===== src/rtl/sys_array_pkg.sv =====
// Shared types and sizing helpers for the systolic-array result collector.
package sys_array_pkg;

    typedef enum logic {C_IDLE, C_RUN} cap_state_t;
    typedef enum logic {D_IDLE, D_OUT} drn_state_t;

    function automatic int capture_len(input int array_w);
        return 2 * array_w - 1;
    endfunction

    function automatic int elem_w(input int data_width);
        return 2 * data_width;
    endfunction

    function automatic int row_aw(input int array_w);
        return (array_w > 1) ? $clog2(array_w) : 1;
    endfunction

endpackage


===== src/rtl/sys_array_result_collector_if.sv =====
// Capture input and row-beat output bundle of the result collector.
interface sys_array_result_collector_if
    import sys_array_pkg::*;
#(
    parameter int DATA_WIDTH = 8,
    parameter int ARRAY_W    = 4
);
    localparam int BW = elem_w(DATA_WIDTH) * ARRAY_W;

    logic          capture_start;
    logic [BW-1:0] in_data;
    logic          out_valid;
    logic          out_ready;
    logic [BW-1:0] out_data;
    logic [15:0]   out_row;
    logic          out_last;
    logic          busy;
    logic          overrun;

    modport master (
        output capture_start, in_data, out_ready,
        input  out_valid, out_data, out_row, out_last, busy, overrun
    );

    modport slave (
        input  capture_start, in_data, out_ready,
        output out_valid, out_data, out_row, out_last, busy, overrun
    );

endinterface


===== src/rtl/sys_array_result_bank.sv =====
// One ARRAY_W x ARRAY_W result bank: each column writes its own row address, rows read combinationally.
module sys_array_result_bank
    import sys_array_pkg::*;
#(
    parameter int DATA_WIDTH = 8,
    parameter int ARRAY_W    = 4,
    parameter int RW         = 2
)
(
    input  logic                            clock,
    input  logic                            reset,
    input  logic [ARRAY_W-1:0]              i_we,
    input  logic [ARRAY_W-1:0][RW-1:0]      i_waddr,
    input  logic [elem_w(DATA_WIDTH)*ARRAY_W-1:0] i_wdata,
    input  logic [RW-1:0]                   i_raddr,
    output logic [elem_w(DATA_WIDTH)*ARRAY_W-1:0] o_rdata
);
    localparam int EW = elem_w(DATA_WIDTH);

    logic [EW-1:0] r_mem [ARRAY_W][ARRAY_W];

    always_ff @(posedge clock or posedge reset) begin
        if (reset) begin
            for (int r = 0; r < ARRAY_W; r++)
                for (int c = 0; c < ARRAY_W; c++)
                    r_mem[r][c] <= '0;
        end else begin
            for (int c = 0; c < ARRAY_W; c++)
                if (i_we[c])
                    r_mem[i_waddr[c]][c] <= i_wdata[EW*c +: EW];
        end
    end

    always_comb begin
        o_rdata = '0;
        for (int c = 0; c < ARRAY_W; c++)
            o_rdata[EW*c +: EW] = r_mem[i_raddr][c];
    end

endmodule


===== src/rtl/sys_array_result_collector.sv =====
// De-skews the array bottom-edge stream into a matrix and drains it row by row.
// SYS_ARRAY_COLLECT_DBUF_EN selects two ping-pong banks instead of one.
module sys_array_result_collector
    import sys_array_pkg::*;
#(
    parameter int DATA_WIDTH = 8,
    parameter int ARRAY_W    = 4
)
(
    input  logic                       clock,
    input  logic                       reset,
    sys_array_result_collector_if.slave bus
);
    localparam int EW          = elem_w(DATA_WIDTH);
    localparam int BW          = EW * ARRAY_W;
    localparam int CAPTURE_LEN = capture_len(ARRAY_W);
    localparam int RW          = row_aw(ARRAY_W);
`ifdef SYS_ARRAY_COLLECT_DBUF_EN
    localparam bit DBUF  = 1'b1;
    localparam int NBANK = 2;
`else
    localparam bit DBUF  = 1'b0;
    localparam int NBANK = 1;
`endif

    cap_state_t r_cap_state, w_cap_state_nxt;
    drn_state_t r_drn_state, w_drn_state_nxt;
    logic [15:0]   r_t, w_t_nxt, w_t;
    logic          r_cap_ptr, w_cap_ptr_nxt;
    logic          r_drn_ptr, w_drn_ptr_nxt;
    logic [RW-1:0] r_row, w_row_nxt;
    logic [1:0]    r_full, w_full_nxt;
    logic          r_overrun, w_overrun_nxt;

    logic w_valid, w_hs, w_row_last, w_free_now, w_tgt_free, w_accept;
    logic w_cap_done, w_cap_active, w_other, w_other_full;
    logic [ARRAY_W-1:0]               w_we;
    logic [ARRAY_W-1:0][RW-1:0]       w_waddr;
    logic [NBANK-1:0][ARRAY_W-1:0]    w_bank_we;
    logic [NBANK-1:0][BW-1:0]         w_rdata;
    logic [BW-1:0]                    w_rd_sel;

    assign w_valid      = (r_drn_state == D_OUT);
    assign w_hs         = w_valid & bus.out_ready;
    assign w_row_last   = (r_row == RW'(ARRAY_W - 1));
    assign w_free_now   = w_hs & w_row_last;
    // A bank released by this cycle's final handshake is already usable for a new capture.
    assign w_tgt_free   = ~r_full[r_cap_ptr] | (w_free_now & (r_drn_ptr == r_cap_ptr));
    assign w_accept     = bus.capture_start & (r_cap_state == C_IDLE) & w_tgt_free;
    assign w_cap_done   = (r_cap_state == C_RUN) & (r_t == 16'(CAPTURE_LEN - 1));
    assign w_cap_active = w_accept | (r_cap_state == C_RUN);
    assign w_t          = (r_cap_state == C_RUN) ? r_t : 16'd0;
    assign w_other      = r_drn_ptr ^ DBUF;
    assign w_other_full = DBUF & (r_full[w_other] | (w_cap_done & (r_cap_ptr == w_other)));

    for (genvar c = 0; c < ARRAY_W; c++) begin : g_col
        assign w_we[c]    = w_cap_active & (w_t >= 16'(c)) & (w_t <= 16'(c + ARRAY_W - 1));
        assign w_waddr[c] = RW'(w_t - 16'(c));
    end

    for (genvar b = 0; b < NBANK; b++) begin : g_bank
        assign w_bank_we[b] = w_we & {ARRAY_W{r_cap_ptr == 1'(b)}};
        sys_array_result_bank #(
            .DATA_WIDTH (DATA_WIDTH),
            .ARRAY_W    (ARRAY_W),
            .RW         (RW)
        ) u_bank (
            .clock   (clock),
            .reset   (reset),
            .i_we    (w_bank_we[b]),
            .i_waddr (w_waddr),
            .i_wdata (bus.in_data),
            .i_raddr (r_row),
            .o_rdata (w_rdata[b])
        );
    end

    assign w_rd_sel = (r_drn_ptr && NBANK > 1) ? w_rdata[NBANK-1] : w_rdata[0];

    always_ff @(posedge clock or posedge reset) begin
        if (reset) begin
            r_cap_state <= C_IDLE;
            r_drn_state <= D_IDLE;
            r_t         <= '0;
            r_cap_ptr   <= 1'b0;
            r_drn_ptr   <= 1'b0;
            r_row       <= '0;
            r_full      <= '0;
            r_overrun   <= 1'b0;
        end else begin
            r_cap_state <= w_cap_state_nxt;
            r_drn_state <= w_drn_state_nxt;
            r_t         <= w_t_nxt;
            r_cap_ptr   <= w_cap_ptr_nxt;
            r_drn_ptr   <= w_drn_ptr_nxt;
            r_row       <= w_row_nxt;
            r_full      <= w_full_nxt;
            r_overrun   <= w_overrun_nxt;
        end
    end

    always_comb begin
        w_cap_state_nxt = r_cap_state;
        w_drn_state_nxt = r_drn_state;
        w_t_nxt         = r_t;
        w_cap_ptr_nxt   = r_cap_ptr;
        w_drn_ptr_nxt   = r_drn_ptr;
        w_row_nxt       = r_row;
        w_full_nxt      = r_full;
        w_overrun_nxt   = bus.capture_start & ~w_accept;

        case (r_cap_state)
            C_IDLE: if (w_accept) begin
                w_cap_state_nxt = C_RUN;
                w_t_nxt         = 16'd1;
            end
            C_RUN: if (w_cap_done) begin
                w_cap_state_nxt = C_IDLE;
                w_t_nxt         = 16'd0;
                w_cap_ptr_nxt   = r_cap_ptr ^ DBUF;
            end else begin
                w_t_nxt = r_t + 16'd1;
            end
        endcase

        // Look ahead at the completing capture so the first row is valid right after the last capture cycle.
        case (r_drn_state)
            D_IDLE: if (r_full[r_drn_ptr] | (w_cap_done & (r_cap_ptr == r_drn_ptr))) begin
                w_drn_state_nxt = D_OUT;
                w_row_nxt       = '0;
            end
            D_OUT: if (w_hs) begin
                if (w_row_last) begin
                    w_row_nxt     = '0;
                    w_drn_ptr_nxt = w_other;
                    if (!w_other_full)
                        w_drn_state_nxt = D_IDLE;
                end else begin
                    w_row_nxt = r_row + RW'(1);
                end
            end
        endcase

        if (w_free_now)
            w_full_nxt[r_drn_ptr] = 1'b0;
        if (w_cap_done)
            w_full_nxt[r_cap_ptr] = 1'b1;
    end

    assign bus.out_valid = w_valid;
    assign bus.out_data  = w_valid ? w_rd_sel : '0;
    assign bus.out_row   = w_valid ? 16'(r_row) : 16'd0;
    assign bus.out_last  = w_valid & w_row_last;
    assign bus.busy      = (r_cap_state != C_IDLE) | (|r_full);
    assign bus.overrun   = r_overrun;

endmodule


===== src/flat_wrapper.sv =====
// flat-port wrapper written by rule: the top's interface ports become plain ports
module sys_array_result_collector_flat import sys_array_pkg::*;
#(
    parameter int DATA_WIDTH = 8,
    parameter int ARRAY_W    = 4
)
  (clock, reset, bus_capture_start, bus_in_data, bus_out_ready, bus_out_valid, bus_out_data, bus_out_row, bus_out_last, bus_busy, bus_overrun);
  sys_array_result_collector_if #(.DATA_WIDTH(DATA_WIDTH), .ARRAY_W(ARRAY_W)) bus_i ();
  input  logic clock;
  input  logic reset;
  input wire logic [$bits(bus_i.capture_start)-1:0] bus_capture_start;
  input wire logic [$bits(bus_i.in_data)-1:0] bus_in_data;
  input wire logic [$bits(bus_i.out_ready)-1:0] bus_out_ready;
  output wire logic [$bits(bus_i.out_valid)-1:0] bus_out_valid;
  output wire logic [$bits(bus_i.out_data)-1:0] bus_out_data;
  output wire logic [$bits(bus_i.out_row)-1:0] bus_out_row;
  output wire logic [$bits(bus_i.out_last)-1:0] bus_out_last;
  output wire logic [$bits(bus_i.busy)-1:0] bus_busy;
  output wire logic [$bits(bus_i.overrun)-1:0] bus_overrun;
  assign bus_i.capture_start = bus_capture_start;
  assign bus_i.in_data = bus_in_data;
  assign bus_i.out_ready = bus_out_ready;
  assign bus_out_valid = bus_i.out_valid;
  assign bus_out_data = bus_i.out_data;
  assign bus_out_row = bus_i.out_row;
  assign bus_out_last = bus_i.out_last;
  assign bus_busy = bus_i.busy;
  assign bus_overrun = bus_i.overrun;
  sys_array_result_collector #(.DATA_WIDTH(DATA_WIDTH), .ARRAY_W(ARRAY_W)) u_core (.clock(clock), .reset(reset), .bus(bus_i));
endmodule

===== config.mk =====
export PLATFORM = sky130hd
export DESIGN_NAME = sys_array_result_collector_flat
export DESIGN_NICKNAME = d
export VERILOG_FILES = /design/src/rtl/sys_array_pkg.sv /design/src/rtl/sys_array_result_collector_if.sv /design/src/rtl/sys_array_result_bank.sv /design/src/rtl/sys_array_result_collector.sv /design/src/flat_wrapper.sv
export SDC_FILE = /design/constraint.sdc
export NUM_CORES = 1
export LEC_CHECK = 0
export ABC_CLOCK_PERIOD_IN_PS = 13110
export BUFFER_PORTS_ARGS = -buffer_cell sky130_fd_sc_hd__buf_2
export CORE_MARGIN = 3
export CORE_UTILIZATION = 55
export CTS_CLUSTER_DIAMETER = 50
export DETAILED_ROUTE_END_ITERATION = 8
export PLACE_DENSITY = 0.82
export SLEW_MARGIN = 20
export SYNTH_ARGS = -nofsm -noshare
export SYNTH_HDL_FRONTEND = slang
export SYNTH_SLANG_ARGS = --single-unit

===== constraint.sdc =====
create_clock -name clock -period 13.11 [get_ports clock]
set_clock_uncertainty 0.2 [all_clocks]
set_input_delay 2.622 -clock clock [delete_from_list [all_inputs] [get_ports clock]]
set_output_delay 2.622 -clock clock [all_outputs]
set_load 0.005 [all_outputs]

* Word-level counts from Yosys, hierarchy flattened
Cells that the tools add are included.
Word-level totals: flip-flop bits (word level) 279, latch bits 0, bits in writable memories 0, memory bits (read-only) 0, input port bits 68, output and inout bits 84, logic and storage cells 123, memories 0
Operators by class: $add $sub $neg 5, multiply operators 0, div/mod/pow operators 0, $lt $le $gt $ge 17, equality and inequality tests 5, shift-type cells 0, multiplexer cells 38, bitwise gates (word level) 28, reduce and logical (&&, ||, !) cells 7
Operator list (count):
- bitwise mux 256 bit | 4
- 2-to-1 mux 256 bit | 4
- demux 64 bit (select 2 bit) | 4
- 2-to-1 mux 64 bit | 4
- binary-select mux 64 bit (select 2 bit) | 1
- 2-to-1 mux 16 bit | 4
- <= comparator 16 x 3 -> 1 bit (second input constant) | 3
- 2-to-1 mux 48 bit | 1
- >= comparator 16 x 1 -> 1 bit (second input constant) | 2
- >= comparator 16 x 2 -> 1 bit (second input constant) | 2
- 2-to-1 mux 32 bit | 1
- case mux 16 bit (2 select lines) | 1
- adder 16 x 1 -> 16 bit (second input constant) | 1
- equality test 16 x 3 -> 1 bit (second input constant) | 1
- <= comparator 16 x 2 -> 1 bit (second input constant) | 1
- bitwise AND 1 bit | 15
- >= comparator 3 bit (second input constant) | 5
- NOT 2 -> 3 bit | 5
- less-than comparator 3 x 1 -> 1 bit (second input constant) | 4
- 2-to-1 mux 2 bit | 4
- 2-to-1 mux 1 bit | 7
- logical AND 1 bit | 4
- != test 2 x 1 -> 1 bit (second input constant) | 2
- NOT 1 bit | 4
- other kinds (11) | 16

* Depth between registers and ports, before layout
Gate-level depths: netlist of the first run.
depth after elaboration 14, gate-level depth with buffers 7, mapped depth without buffers 5

* Modules after synthesis
Synthesis of the first run repeated with hierarchy kept, for this count alone.
Second synthesis, totals: cells, all modules 871, area total of the unflattened synthesis 13106.3 um^2
By module, submodules not included:
- sys_array_result_bank | times used 1, cells each 623, area an instance 11168.2 um^2, seq. area each 6406.1 um^2
- sys_array_result_collector | times used 1, cells each 248, area an instance 1938.1 um^2, seq. area each 550.5 um^2

* Least setup slack after synthesis of the first run
OpenSTA, ideal clock, no wires.
path kind reg2out, from register u_core.r_row[0], to output port bus_out_data[33], data arrival time 1.778 ns, required time 10.288 ns, setup slack 8.510 ns, stages on the path, launching flop included 5, path buffers 2, cells stage by stage dfrtp_1 > clkbuf_1 > buf_1 > mux4_2 > and2_1
On the way: word-level cells in the longest chain between the ends 5
RTL lines:
- start, declared | RTL line sys_array_result_collector.sv:31 | logic [RW-1:0] r_row, w_row_nxt;
- start signal, assigned | RTL line sys_array_result_collector.sv:96 | r_row <= w_row_nxt;
- NOT 2 -> 3 bit (not written as such) | RTL line sys_array_result_bank.sv:37 | o_rdata[EW*c +: EW] = r_mem[i_raddr][c];
- binary-select mux 64 bit (select 2 bit) | RTL line sys_array_result_bank.sv:37
- 2-to-1 mux 64 bit (2 in a row)
- 2-to-1 mux 64 bit | RTL line sys_array_result_collector.sv:151 | assign bus.out_data = w_valid ? w_rd_sel : '0;
- end, declared | RTL line flat_wrapper.sv:15 | output wire logic [$bits(bus_i.out_data)-1:0] bus_out_data;
Every way passes these cells. The select of a mux whose other input is x is not followed.

* Worst setup path in the final report of the first run
from register u_core.r_row[0], to output port bus_out_data[15]
Same word-level chain as after synthesis.

==> results of run 1 <==
synth_stat cells, types with 2 or more instances:
cell and n:
nor3_1 3, nor4_4 3, o21a_1 3, nor4_2 2, clkbuf_1 29, a21oi_1 8, or2_2 4, buf_4 14
o2111ai_1 2, o31ai_1 9, and2_1 68, o21ai_0 9, mux4_2 64, nand2_1 17, or4_1 8, ha_1 3
inv_1 8, mux2_1 19, mux2_4 30, nor2b_1 2, nand3_1 8, o221ai_1 2, nand2b_1 2, buf_6 3
mux2_2 209, nor4_1 3, nand4_1 5, dfrtp_1 278, nor2_1 4, or3_1 2, buf_1 10, buf_2 15
routing by layer:
layer	up-vias	GRT usage [%]
li1	3407	-
met1	4084	29.6
met2	191	37.0
met3	31	4.77
met4	6	4.46
met5	-	0
how the worst min path moves through the flow:
| stage | from | endpoint | slack, ps | cells after the start |
|---|---|---|---|---|
| 2_1_floorplan | u_core.g_bank[0].u_bank.r_mem[104] | u_core.g_bank[0].u_bank.r_mem[104] | 260 | 1 |
| 3_3_place_gp | u_core.g_bank[0].u_bank.r_mem[59] | u_core.g_bank[0].u_bank.r_mem[59] | 270 | 1 |
| 3_5_place_dp | u_core.g_bank[0].u_bank.r_mem[111] | u_core.g_bank[0].u_bank.r_mem[111] | 280 | 1 |
| 4_1_cts | u_core.g_bank[0].u_bank.r_mem[111] | u_core.g_bank[0].u_bank.r_mem[111] | 290 | 1 |
| 5_1_grt | u_core.g_bank[0].u_bank.r_mem[126] | u_core.g_bank[0].u_bank.r_mem[126] | 300 | 1 |
| 6_report | u_core.g_bank[0].u_bank.r_mem[104] | u_core.g_bank[0].u_bank.r_mem[104] | 290 | 1 |
power by group:
part | switching, mW | internal [mW] | total (mW)
sequential | 0.0596 | 0.897 | 0.956
combinational | 0.260 | 0.334 | 0.594
clock | 0.360 | 0.607 | 0.967
per-stage QoR:
stage | cell area (sq um) | utilization (%) | setup WS (ps) | hold WS [ps]
2_1_floorplan | 13100 | - | 2620 | 259
3_3_place_gp | 13900 | 60.7 | 7910 | 271
3_5_place_dp | 13900 | 60.7 | 7900 | 281
4_1_cts | 15100 | 65.8 | 7360 | 294
5_1_grt | 15100 | 65.8 | 7260 | 303
6_report | 15100 | 65.8 | 7410 | 289
critical path, stage by stage (launching register included):
cell and delay, ps:
dfrtp_4 670, buf_4 690, mux4_2 590, and2_1 190, buf_2 130
layout make-up:
class	instances	area, sq um
fill	1591	7830
clock buffer	46	936
sequential	278	6970
timing repair buffer	149	779
tap	313	392
inverter	8	37.5
multi-input combinational	517	5730
clock inverter	16	241
cells by family after synthesis:
| logic type | count (synthesis) |
|---|---|
| DFF | 278 |
| buffers and inverters | 79 |
| other | 1 |
| adders and majority gates | 3 |
| muxes | 323 |
| and+or+nand+nor | 136 |
| xor gates and xnor gates | 2 |
| AOI/OAI and AO/OA | 39 |
flip-flops by register name (all words and copies together) (netlist names):
| name | flops |
|---|---|
| u_core.r_full | 1 |
| u_core.g_bank.u_bank.r_mem | 256 |
| u_core.r_row | 2 |
| u_core.r_t | 16 |
| u_core.bus.out_valid | 1 |
| u_core.r_cap_state | 1 |
| u_core.bus.overrun | 1 |
==> results.sh, run 1 <==
export IMPL_final_hold_violation_count=0
export IMPL_critPathKind="flip-flop to output pin"
export IMPL_dp_cells=1265
export IMPL_clk_latency_ps=500
export IMPL_remaining_drc_errors=0
export IMPL_dpl_hpwl_mm=16.8
export IMPL_post_synth_xor_area_fraction_pct=0.135
export IMPL_synth_top_family_by_area="multiplexers"
export IMPL_p_total_mw=2.52
export IMPL_antenna_cells=0
export IMPL_cts_resized=0
export IMPL_crit_start="u_core.r_row[0]"
export IMPL_die_area_sq_mm=0.0255
export IMPL_worstPathRequired_ps=10290
export IMPL_crit_path_end_kind="output pin"
export IMPL_synthTopCellsByArea="dfrtp_1, mux2_2, mux4_2"
export IMPL_crit_path_end="bus_out_data[15]"
export IMPL_clock_path_buffers=3
export IMPL_met2_length_mm=13.6
export IMPL_max_cap_violations=0
export IMPL_wl_met1_mm=11.9
export IMPL_rsz0062_at_grt="false"
export IMPL_netlist_area_sq_mm=0.0130
export IMPL_synth_top_area_share_pct=53.5
export IMPL_synthFlopType="dfrtp_1"
export IMPL_vias=7719
export IMPL_p_leak_nw=6.86
export IMPL_grt_pass1_vias=8328
export IMPL_io_pins=152
export IMPL_synth_cell_type_count=47
export IMPL_grt_max_degree=125
export IMPL_first_pass_iters=6
export IMPL_ys_ff_latch=278
export IMPL_final_common_cell="dfrtp_1"
export IMPL_num_nets_final=1059
export IMPL_cts_sinks=278
export IMPL_reg2reg_slack_ps=9490
export IMPL_tightestPinTransition_ps=946
export IMPL_min_period_over_period_pct=43.5
export IMPL_gr_usage_all_layers_pct=21.9
export IMPL_synth_fa_ha_area_share_pct=0.288
export IMPL_synthArstFlopShare_pct=100
export IMPL_drt_iter0_markers=371
export IMPL_cp_max_fo=47
export IMPL_p_per_area_mw_per_mm2=167
export IMPL_syn_to_final_growth_pct=15.9
export IMPL_antenna_found_initial=3
export IMPL_setup_viol=0
export IMPL_syn_inst=861
export IMPL_yosys_warnings=0
export IMPL_die_w_microns=160
export IMPL_numPortBuffers=137
export IMPL_grt_pass1_wl_mm=45.2
export IMPL_highest_layer="met5"
export IMPL_antenna_left=0
export IMPL_worstReg2RegStart="u_core.r_row[1]"
export IMPL_worst_ir_drop_vdd_mv=0.101
export IMPL_synth_area_leader_cell="dfrtp_1"
export IMPL_status="finished, final reports clean"
export IMPL_path_clk_slew_ps=60
export IMPL_syn_avg_cell_area_sq_um=15.1
export IMPL_cts_setup_buffers=0
export IMPL_synth_simple_gate_area_share_pct=6.78
export IMPL_wl_mm=27.5
export IMPL_start_util_pct=56.8
export IMPL_synth_compound_area_share_pct=1.97
export IMPL_cts_made_buffers=34
export IMPL_ys_seq_area_share_pct=53.5
export IMPL_finalNonFillerCells=1327
export IMPL_die_height_microns=160
export IMPL_period_needed_ps=5700
export IMPL_setup_tns_ps=0
export IMPL_htree_num_levels=2
export IMPL_relSlewSlack_pct=36.9
export IMPL_hold_class="flip-flop to flip-flop"
export IMPL_drt_vias_per_instance=5.82
export IMPL_core_sq_mm=0.0229
export IMPL_cts_tree="yes"
export IMPL_r2r_cells=6
export IMPL_root_buffer="clkbuf_16"
export IMPL_wire_per_inst_microns=20.7
export IMPL_max_freq_mhz=175
export IMPL_wl_met3_mm=1.61
export IMPL_synth_edff_count=0
export IMPL_drive_gt1_share_pct=51.6
export IMPL_cp_arrival_ps=2880
export IMPL_rr_endpoint="u_core.g_bank[0].u_bank.r_mem[244]"
export IMPL_hold_buffers=0
export IMPL_drv_slew=0
export IMPL_gp_congestion=0.804
export IMPL_layout_common_cells="dfrtp_1, mux2_2, buf_2"
export IMPL_crit_path_start_kind="flip-flop"
export IMPL_num_rows=55
export IMPL_synth_mux_area_share_pct=34.3
export IMPL_grt_overflow=0
Note: power is estimated with default switching activity, not from simulation.
==> inputs of run 2 (changes only) <==
--- a/config.mk
+++ b/config.mk
@@ -5,7 +5,7 @@
 export SDC_FILE = /design/constraint.sdc
 export NUM_CORES = 1
 export LEC_CHECK = 0
-export ABC_CLOCK_PERIOD_IN_PS = 13110
+export ABC_CLOCK_PERIOD_IN_PS = 5500
 export BUFFER_PORTS_ARGS = -buffer_cell sky130_fd_sc_hd__buf_2
 export CORE_MARGIN = 3
 export CORE_UTILIZATION = 55
==> constraint.sdc (replaced) <==
create_clock -name clock -period 5.5 [get_ports clock]
set_clock_uncertainty 0.2 [all_clocks]
set_input_delay 1.1 -clock clock [delete_from_list [all_inputs] [get_ports clock]]
set_output_delay 1.1 -clock clock [all_outputs]
set_load 0.005 [all_outputs]
==> run 2 against run 1 <==
  * Critical path type unchanged
  * Wire length decreased by 1.1%
  * Critical endpoint is now bus_out_data[31]
  * Highest routed layer unchanged
  * Final cell count increased by 0.38%
  * First-iteration DRC count increased by 3.2%
  * Largest power group is now registers
  * Die area unchanged
  * Combinational power increased by 120%
==> results.sh, run 2 (synthesis gave the netlist of run 1 again) <==
export IMPL_min_period_over_period_pct=73.9
export IMPL_p_total_mw=5.89
export IMPL_worst_path_max_delay_cell="dfrtp_4"
export IMPL_antenna_left=0
export IMPL_grt_overflow=0
export IMPL_p_per_area_mw_per_mm2=391
export IMPL_crit_path_end_kind="output pin"
export IMPL_grt_max_degree=98
export IMPL_clock_path_buffers=3
export IMPL_first_pass_iters=4
export IMPL_crit_path_start_kind="flip-flop"
export IMPL_max_cap_violations=0
export IMPL_dp_cells=1270
export IMPL_num_rows=55
export IMPL_cts_made_buffers=34
export IMPL_dpl_hpwl_mm=16.8
export IMPL_gr_usage_all_layers_pct=21.7
export IMPL_layout_common_cells="dfrtp_1, mux2_2, buf_2"
export IMPL_crit_path_end="bus_out_data[31]"
export IMPL_syn_to_final_growth_pct=15.8
export IMPL_relSlewSlack_pct=30.6
export IMPL_period_needed_ps=4060
export IMPL_die_height_microns=160
export IMPL_hold_class="flip-flop to flip-flop"
export IMPL_regMostFlops="u_core.g_bank.u_bank.r_mem"
export IMPL_finalNonFillerCells=1332
export IMPL_final_hold_violation_count=0
export IMPL_critPathKind="flip-flop to output pin"
export IMPL_largest_register_ffs=256
export IMPL_root_buffer="clkbuf_16"
export IMPL_die_area_sq_mm=0.0255
export IMPL_tightestPinTransition_ps=1040
export IMPL_grt_pass1_wl_mm=44.9
export IMPL_core_sq_mm=0.0229
export IMPL_r2r_cells=5
export IMPL_cts_sinks=278
export IMPL_htree_num_levels=2
export IMPL_antenna_found_initial=5
export IMPL_rr_endpoint="u_core.g_bank[0].u_bank.r_mem[174]"
export IMPL_drive_gt1_share_pct=52.0
export IMPL_rsz0062_at_grt="false"
export IMPL_drt_vias_per_instance=5.80
export IMPL_num_nets_final=1064
export IMPL_vias=7720
export IMPL_setup_viol=0
export IMPL_path_clk_slew_ps=60
export IMPL_cp_max_fo=58
export IMPL_wl_mm=27.2
export IMPL_status="finished, final reports clean"
export IMPL_hold_buffers=0
export IMPL_cp_arrival_ps=2760
export IMPL_remaining_drc_errors=0
export IMPL_cts_resized=0
export IMPL_final_common_cell="dfrtp_1"
export IMPL_die_w_microns=160
export IMPL_clk_latency_ps=500
export IMPL_cts_tree="yes"
export IMPL_crit_start="u_core.r_row[0]"
export IMPL_worstPathRequired_ps=4200
export IMPL_wire_per_inst_microns=20.4
export IMPL_worstReg2RegStart="u_core.r_t[7]"
export IMPL_gp_congestion=0.764
export IMPL_numPortBuffers=137
export IMPL_io_pins=152
export IMPL_reg_top3="u_core.g_bank.u_bank.r_mem: 256 flops, u_core.r_t: 16 flops, u_core.r_row: 2 flops"
export IMPL_path_cells="buf_4 -> mux4_2 -> and2_1 -> buf_2"
export IMPL_setup_tns_ps=0
export IMPL_final_util_pct=65.8
export IMPL_start_util_pct=56.8
export IMPL_p_leak_nw=6.85
export IMPL_cts_setup_buffers=0
export IMPL_slowest_delay_ps=1050
export IMPL_drv_slew=0
export IMPL_drt_iter0_markers=383
export IMPL_worst_ir_drop_vdd_mv=0.254
export IMPL_reg2reg_slack_ps=2040
export IMPL_grt_pass1_vias=8489
export IMPL_max_freq_mhz=246
==> run 2: changes by cell type in the layout (fill, tap and decap cells not counted), sizes merged <==
cell,change
bufinv,-2
buf,+5
clkbuf,-5
diode,+2
clkinv,+1
clkinvlp,+4
==> run 2: how the worst min path moves through the flow <==
stage                                         endpoint  slack [ps]                          startpoint  depth (start not counted)
finish              u_core.g_bank[0].u_bank.r_mem[101]         290  u_core.g_bank[0].u_bank.r_mem[101]                          1
global route         u_core.g_bank[0].u_bank.r_mem[48]         300   u_core.g_bank[0].u_bank.r_mem[48]                          1
CTS                  u_core.g_bank[0].u_bank.r_mem[48]         290   u_core.g_bank[0].u_bank.r_mem[48]                          1
detailed placement   u_core.g_bank[0].u_bank.r_mem[48]         280   u_core.g_bank[0].u_bank.r_mem[48]                          1
global placement     u_core.g_bank[0].u_bank.r_mem[48]         270   u_core.g_bank[0].u_bank.r_mem[48]                          1
floorplan           u_core.g_bank[0].u_bank.r_mem[104]         260  u_core.g_bank[0].u_bank.r_mem[104]                          1
==> run 2: metrics by stage <==
step           setup slack, ps  instance area (sq um)  hold WS (ps)
2_1_floorplan              521                  13100           259
3_3_place_gp              1950                  14000           268
3_5_place_dp              1910                  14000           280
4_1_cts                   1390                  15100           293
5_1_grt                   1300                  15100           298
6_report                  1440                  15100           287
==> run 2: report_power, final <==
part,switching (mW),total [mW],leakage (nW),internal [mW]
Clock,0.874,2.21,0.542,1.33
Sequential,0.251,2.39,3.40,2.13
Combinational,0.491,1.30,2.91,0.811
==> run 2: cell type report <==
| type | instances | area [sq um] |
|---|---|---|
| clock inverter | 19 | 204 |
| timing repair buffer | 154 | 826 |
| clock buffer | 41 | 908 |
| multi-input combinational | 517 | 5730 |
| tap | 313 | 392 |
| inverter | 8 | 33.8 |
| antenna | 2 | 5.00 |
| fill | 1671 | 7850 |
| sequential | 278 | 6970 |
==> run 2: per-layer routing <==
layer / part of all wire (%) / global-route usage [%] / vias up
li1: - / - / 3412
met1: 41 / 27.9 / 4033
met2: 51 / 37.4 / 218
met3: 6.3 / 4.28 / 53
met4: 2.1 / 7.10 / 4
met5: 0.077 / 0 / -
==> run 2: worst max-delay path, delay by kind of cell, from the launching register on <==
kind | cells | cell delay [ps]
buffers and inverters | 2 | 450
DFF | 1 | 1050
muxes | 1 | 510
and+or+nand+nor | 1 | 160
